--- config.mk ---
export PLATFORM = sky130hd
export DESIGN_NAME = store_write_buffer
export DESIGN_NICKNAME = d
export VERILOG_FILES = /design/src/rtl/store_write_buffer_pkg.sv /design/src/rtl/store_write_buffer_fwd_match.sv /design/src/rtl/store_write_buffer.sv
export SDC_FILE = /design/constraint.sdc
export NUM_CORES = 1
export LEC_CHECK = 0
export ABC_AREA = 1
export CAP_MARGIN = 5
export CORE_ASPECT_RATIO = 0.8
export CORE_MARGIN = 8
export CORE_UTILIZATION = 59
export DETAILED_ROUTE_END_ITERATION = 8
export PLACE_DENSITY_LB_ADDON = 0.15
export SLEW_MARGIN = 15
export SYNTH_ARGS = -nofsm -noshare
export SYNTH_HDL_FRONTEND = slang
export SYNTH_HIERARCHICAL = 1
export SYNTH_SLANG_ARGS = --single-unit
--- constraint.sdc ---
create_clock -name clk -period 7.9 [get_ports clk]
set_clock_uncertainty 0.05 [all_clocks]
set_input_delay 1.58 -clock clk [delete_from_list [all_inputs] [get_ports clk]]
set_output_delay 1.58 -clock clk [all_outputs]
set_load 0.1 [all_outputs]
--- src/rtl/store_write_buffer_pkg.sv ---
// store_write_buffer_pkg: shared widths, entry layout and fence states for the store write buffer
package store_write_buffer_pkg;
  localparam int WB_DEPTH = 4;
  localparam int WB_ADDR_WIDTH = 30;
  localparam int WB_DATA_WIDTH = 32;
  typedef struct packed {
    logic valid;
    logic [WB_ADDR_WIDTH-1:0] addr;
    logic [WB_DATA_WIDTH-1:0] data;
  } wb_entry_t;
  typedef enum logic [1:0] {WB_IDLE, WB_WAIT, WB_DONE} wb_fence_state_e;
endpackage

--- src/rtl/store_write_buffer_fwd_match.sv ---
// wb_fwd_match: youngest-first address match over the live window head..tail-1
module wb_fwd_match
  import store_write_buffer_pkg::*;
#(
  parameter int DEPTH = WB_DEPTH,
  parameter int PW = $clog2(DEPTH) + 1
) (
  input  wb_entry_t              entries [DEPTH],
  input  logic [PW-1:0]          head,
  input  logic [PW-1:0]          tail,
  input  logic [WB_ADDR_WIDTH-1:0] addr,
  output logic                   hit,
  output logic [PW-2:0]          idx
);
  localparam int AW = PW - 1;
  logic [PW-1:0] cnt;
  logic [AW-1:0] i;
  assign cnt = tail - head;
  // scan oldest to youngest so the last match wins
  always_comb begin
    hit = 1'b0;
    idx = '0;
    i = '0;
    for (int k = 0; k < DEPTH; k++) begin
      i = head[AW-1:0] + AW'(k);
      if (PW'(k) < cnt && entries[i].valid && entries[i].addr == addr) begin
        hit = 1'b1;
        idx = i;
      end
    end
  end
endmodule

--- src/rtl/store_write_buffer.sv ---
// store_write_buffer: in-order store FIFO with load forwarding, d-cache drain and fence handshake
module store_write_buffer
  import store_write_buffer_pkg::*;
#(
  parameter int DEPTH = WB_DEPTH,
  parameter int ADDR_WIDTH = WB_ADDR_WIDTH,
  parameter int DATA_WIDTH = WB_DATA_WIDTH
) (
  input  logic                     clk,
  input  logic                     rst,
  input  logic                     i_push,
  input  logic [ADDR_WIDTH-1:0]    i_push_addr,
  input  logic [DATA_WIDTH-1:0]    i_push_data,
  output logic                     o_full,
  output logic                     o_empty,
  output logic [$clog2(DEPTH):0]   o_count,
  input  logic                     i_ld_valid,
  input  logic [ADDR_WIDTH-1:0]    i_ld_addr,
  output logic                     o_take_write_buffer,
  output logic                     o_fwd_valid,
  output logic [DATA_WIDTH-1:0]    o_fwd_data,
  output logic                     o_drain_valid,
  output logic [ADDR_WIDTH-1:0]    o_drain_addr,
  output logic [DATA_WIDTH-1:0]    o_drain_data,
  input  logic                     i_drain_ready,
  input  logic                     i_fence,
  output logic                     o_fence_done
);
  localparam int AW = $clog2(DEPTH);
  localparam int PW = AW + 1;
  wb_entry_t mem [DEPTH];
  logic [PW-1:0] head, tail;
  logic [AW-1:0] hit_idx;
  logic full, empty, push_ok, pop, hit;
  wb_fence_state_e state, state_next;
  assign full = (head[AW] != tail[AW]) && (head[AW-1:0] == tail[AW-1:0]);
  assign empty = head == tail;
  assign push_ok = i_push & ~full;
  assign pop = ~empty & i_drain_ready;
  assign o_full = full;
  assign o_empty = empty;
  assign o_count = tail - head;
  assign o_drain_valid = ~empty;
  assign o_drain_addr = mem[head[AW-1:0]].addr;
  assign o_drain_data = mem[head[AW-1:0]].data;
  assign o_take_write_buffer = i_ld_valid & hit;
  assign o_fwd_valid = o_take_write_buffer;
  assign o_fwd_data = o_take_write_buffer ? mem[hit_idx].data : '0;
  assign o_fence_done = state == WB_DONE;
  wb_fwd_match #(.DEPTH(DEPTH), .PW(PW)) u_match (
    .entries(mem),
    .head(head),
    .tail(tail),
    .addr(i_ld_addr),
    .hit(hit),
    .idx(hit_idx)
  );
  always_comb begin
    state_next = state == WB_IDLE ? (i_fence ? (empty ? WB_DONE : WB_WAIT) : WB_IDLE) :
                 state == WB_WAIT ? (empty ? WB_DONE : WB_WAIT) :
                 (i_fence ? WB_DONE : WB_IDLE);
  end
  // push and pop never hit the same slot: that would need a full buffer, which rejects the push
  always_ff @(posedge clk) begin
    if (rst) begin
      head <= '0;
      tail <= '0;
      state <= WB_IDLE;
      for (int j = 0; j < DEPTH; j++) mem[j].valid <= 1'b0;
    end else begin
      state <= state_next;
      if (push_ok) begin
        mem[tail[AW-1:0]] <= '{valid: 1'b1, addr: i_push_addr, data: i_push_data};
        tail <= tail + PW'(1);
      end
      if (pop) begin
        mem[head[AW-1:0]].valid <= 1'b0;
        head <= head + PW'(1);
      end
    end
  end
endmodule

==> results.ini, run 1 <==
[clocking]
cts_inserted_buffers = 27
cts_num_sinks = 260
ctsHoldBuffers = 0
clockBufferDepth = 3
cts_tree = done
post_cts_resized = 0
cts.clk_slew.worst_paths_ns = 0.06
cts_root_buf = clkbuf_16
clk_latency_ns = 0.56
postCtsSetupBuffers = 0
htreeDepth = 1

[die]
initial_core_util_pct = 59.8
fp.dieH_um = 167
die_w_um = 205
core_area_um2 = 28300
dieArea_um2 = 34400
num_io_pins = 201
rows = 55

[setup_path]
path_max_fanout = 54
worstSetupEndpointType = output port
path_class = reg2out
regToRegSetupSlack_ns = 3.00
critPathLaunchType = register
r2r_start = head[1]
rr_worst_depth = 10
crit_arrival_ns = 5.95
cp_data_required_time_ns = 6.27

[finish]
final_cell_count_no_fill = 2859
final_common_cell = nand2_1
synthToLayoutAreaGrowth_pct = 18.4
final_util_pct = 70.9
stdcell_area_um2 = 20000
nets = 2576
n_fill_cell = 2210
final_cell_mix = nand2_1, nor2_1, nand3_1
drive_gt1_share_pct = 5.48

[route]
vias = 17200
vias_per_cell = 6.01
routedWlPerCell_um = 19.6
ant_nets = 0
drtIter0Drc = 2270
drc_errors = 0
routed_wl_um = 56000
first_pass_iters = 9

[synthesis]
ys.flop_type = edfxtp_1
ys_ff_latch = 260
async_flop_share_pct = 0
syn_inst = 2339
yosysTopAreaCell = edfxtp_1
yosysSeqAreaShare_pct = 45.4
syn_avg_cell_area_um2 = 7.23
synth_cell_type_count = 34
synth_edf_count = 248
synth_fp_nets = 2450
synth_area_um2 = 16900
yosys_warnings = 6
ys_top_cells_by_area = edfxtp_1, nand2_1, nand3_1, nor2_1, o21ai_0
synth_top_cell_area_share_pct = 44.0

[job]
drv_cap = 0

[global_routing]
grt_usage_pct = 31.2
grt_pass1_vias = 15700
antenna_found_initial = 6
grt.overflow.total = 0
grt_pass1_wl_um = 85400
grt_max_degree = 141

[sta]
worstMarginPinSlew_ns = 1.13
post-route-period-util_pct = 96.0
clock.fmax_mhz = 132
rsz0062_at_grt = no
setup_violations = 0
slew_headroom_pct = 24.7
setup_ws_ns = 0.319
hold_viol_final = 0
drv_slew = 0
tns_ns = 0
timing.hold.ws_ns = 0.471
min_period_ns = 7.58

[pwr]
leakagePower_nw = 8.58
power_mw = 4.46
peakVddDrop_mv = 0.206
p_per_area_nw_per_um2 = 222

[placed_design]
dp_hpwl_um = 38200
place_congestion = 0.993
dp_slack_ns = 0.639
io_buffers = 200
placed_area_um2 = 19200
place_inst = 2805

[worst_hold_path]
min_path_cells = 2
min_to = state[1]
min_from = state[1]
min_path_type = reg2reg

[run_status]
status = finished, final reports clean

## area by class of cell
type,instances,area [um2],area share (%)
Antenna cell,5,12.5,0.0624
Clock buffer,29,683,3.41
Clock inverter,19,179,0.893
Inverter,121,462,2.30
Multi-Input combinational cell,1833,8030,40.1
Sequential cell,260,7690,38.4
Tap cell,370,463,2.31
Timing Repair Buffer,222,2520,12.6
## Yosys cell counts, types with 4 or more instances
library cell  instances
buf_4                18
nand2_2               5
nand4_1              11
edfxtp_1            248
o21ai_1              44
nand3_1             282
buf_6                24
buf_1                 5
o22ai_1              62
nand2_1             863
a21oi_1              37
inv_1               117
dfxtp_1              12
o21ai_0             159
ha_1                 11
nand3_2               7
buf_2                48
nor2_1              329
clkbuf_1             30
nor2_2                4
## worst max-delay path, cell delays in order (launching register included)
cell     delay [ns]
dfxtp_4        0.72
inv_4          0.33
nand2_1        0.16
nand2_2        0.41
buf_4          0.41
nand2_1        0.10
nand2_1        0.05
nand2_1        0.17
o21ai_0        0.18
nor2_1         0.27
nand2_1        0.08
nor2_1         0.13
nand2_1        0.12
nor2_2         0.15
nand2_1        0.06
and2_4         0.17
o21ai_4        0.50
buf_4          0.48
nor2_1         0.10
nor2_1         0.11
o21ai_0        0.11
a21oi_1        0.33
buf_12         0.22
## metal layers
metal / vias up / wire length (um) / GRT usage, %
met1: 7913 / 22700 / 42.8
met5: - / 23 / 0
met3: 166 / 5980 / 5.61
li1: 8031 / - / -
met4: 4 / 2040 / 11.0
met2: 1081 / 25200 / 49.1
## cells by family after synthesis
group	synth area share [%]
AOI/OAI and AO/OA	9.64
xor gates and xnor gates	0.155
DFF	45.4
adders and majority gates	1.05
and+or+nand+nor	36.3
buffers and inverters	7.39
## worst max-delay path by stage
stage	from	to	slack (ns)	depth (start not counted)
finish	head[0]	o_fwd_data[26]	0.32	22
floorplan	head[1]	o_fwd_data[10]	1.78	24
detailed placement	i_ld_addr[9]	o_fwd_data[26]	0.64	16
global placement	i_ld_addr[9]	o_fwd_data[1]	0.68	16
global route	head[0]	o_fwd_data[31]	0.005	22
CTS	head[0]	o_fwd_data[19]	0.23	20
## power breakdown
part           leakage (nW)  switching [mW]  internal [mW]
sequential             2.35          0.0319           1.55
combinational          5.81            1.21          0.401
clock                 0.418           0.546          0.722
(Power assumes the default switching activity.)
==> run 2: changes to the inputs <==
--- a/config.mk
+++ b/config.mk
@@ -9,7 +9,7 @@
 export CAP_MARGIN = 5
 export CORE_ASPECT_RATIO = 0.8
 export CORE_MARGIN = 8
-export CORE_UTILIZATION = 59
+export CORE_UTILIZATION = 35
 export DETAILED_ROUTE_END_ITERATION = 8
 export PLACE_DENSITY_LB_ADDON = 0.15
 export SLEW_MARGIN = 15
==> results.ini, run 2 (synthesized netlist as in run 1, its figures left out) <==
[route]
routed_wl_um = 59600
drc_errors = 0
vias = 16500
drtIter0Drc = 1564
first_pass_iters = 6
vias_per_cell = 5.27
routedWlPerCell_um = 19.1
ant_nets = 0

[sta]
hold_viol_final = 0
worstMarginPinSlew_ns = 1.07
slew_headroom_pct = 28.3
timing.hold.ws_ns = 0.447
drv_slew = 0
rsz0062_at_grt = no
clock.fmax_mhz = 137
setup_violations = 0
tns_ns = 0
min_period_ns = 7.32
post-route-period-util_pct = 92.7

[global_routing]
grt_pass1_vias = 14900
grt_usage_pct = 20.6
antenna_found_initial = 4
grt_max_degree = 87
grt_pass1_wl_um = 88700
grt.overflow.total = 0

[die]
core_area_um2 = 48000
num_io_pins = 201
dieArea_um2 = 55700
fp.dieH_um = 213
rows = 72
initial_core_util_pct = 35.2
die_w_um = 262

[clocking]
ctsHoldBuffers = 0
cts.clk_slew.worst_paths_ns = 0.06
cts_tree = done
cts_num_sinks = 260
cts_root_buf = clkbuf_16
htreeDepth = 1
post_cts_resized = 0
postCtsSetupBuffers = 0
clockBufferDepth = 3
clk_latency_ns = 0.57
cts_inserted_buffers = 29

[pwr]
power_mw = 4.56
leakagePower_nw = 8.66
p_per_area_nw_per_um2 = 222
peakVddDrop_mv = 0.180

[job]
drv_cap = 0

[setup_path]
path_class = reg2out
worstSetupEndpointType = output port
cp_common_cell = nand2_1
cp_data_required_time_ns = 6.27
crit_path_cell_trace = inv_4 -> nand2_1 -> nand2_2 -> buf_4 -> nand2_1 -> nand3_1 -> nand4_1 -> nor2_1 -> nand2_1 -> nor2_1 -> nand2_1 -> and2_4 -> nand2_1 -> o21ai_4 -> inv_2 -> buf_4 -> o21ai_0 -> a21oi_1 -> buf_12
crit_family = simple AND/OR/NAND/NOR gates
critical_path.max_stage_delay_ns = 0.57
path_buf_inv = 5
path_max_fanout = 58
critPathLaunchType = register
crit_arrival_ns = 5.69
cp_slowest_cell = nand2_2

[run_status]
status = finished, final reports clean

[finish]
final_common_cell = nand2_1
stdcell_area_um2 = 20500
nets = 2582
final_cell_mix = nand2_1, nor2_1, nand3_1
drive_gt1_share_pct = 5.86
synthToLayoutAreaGrowth_pct = 21.3
n_fill_cell = 4816

[worst_hold_path]
min_path_type = reg2reg

[placed_design]
dp_hpwl_um = 41600
placed_area_um2 = 19600
io_buffers = 200
place_congestion = 0.914

run 2: changes by cell type in the layout (fill, tap and decap cells not counted):
cell	change
clkbuf_8	+4
buf_4	+3
diode_2	-3
clkbuf_16	+2
buf_12	+1
buf_16	+1
clkinv_1	-1
inv_4	-1
nand2_1	-1
nand2_2	+1
o21ai_2	-1
run 2: where the power goes:
| part | internal, mW | total, mW | switching, mW | leakage, nW |
|---|---|---|---|---|
| Combinational | 0.403 | 1.61 | 1.21 | 5.84 |
| Sequential | 1.55 | 1.58 | 0.0326 | 2.35 |
| Clock | 0.803 | 1.37 | 0.566 | 0.466 |
run 2: worst register-to-register path, stage by stage, from the launching register on:
cell and delay [ns]:
dfxtp_4 0.67, buf_4 0.49, ha_1 0.34, nand2_1 0.06, inv_1 0.07, nand3_2 0.16, nand3_1 0.22, nor2_4 0.84
buf_12 0.37
run 2: worst paths after layout:
check | start | end | slack (ns) | cells past startpoint
setup / recovery | head[0] | o_fwd_data[27] | 0.58 | 19
hold / removal | state[1] | state[1] | 0.45 | 2
setup reg to reg | head[0] | register | 4.26 | 8
hold reg to reg | state[1] | state[1] | 0.45 | 2
run 2: layout make-up:
| cell class | instances | area (um2) | area share, % |
|---|---|---|---|
| repair buffers | 227 | 2590 | 12.6 |
| well taps | 629 | 787 | 3.84 |
| diodes | 2 | 5.00 | 0.0244 |
| flip-flops and latches | 260 | 7690 | 37.5 |
| multi-input cells | 1832 | 8020 | 39.1 |
| clock inverters | 17 | 170 | 0.829 |
| clock buffers | 35 | 788 | 3.84 |
| inverters | 121 | 460 | 2.24 |
run 2: layer usage:
metal  wire length [um]  share of wire [%]  vias to the layer above  GRT usage [%]
li1                   -                  -                     8030              -
met3               4160                7.0                       78           2.83
met5                 23              0.039                        -              0
met2              26800                 45                      569           32.3
met4               1440                2.4                        4           5.01
met1              27100                 46                     7783           29.8
run 2: metrics by stage:
step	std cells	util [%]	setup slack, ns
global placement	3067	40.6	1.11
global route	3122	42.7	0.224
finish	3123	42.7	0.580
floorplan	2339	-	1.78
CTS	3121	42.7	0.621
detailed placement	3069	40.7	1.11
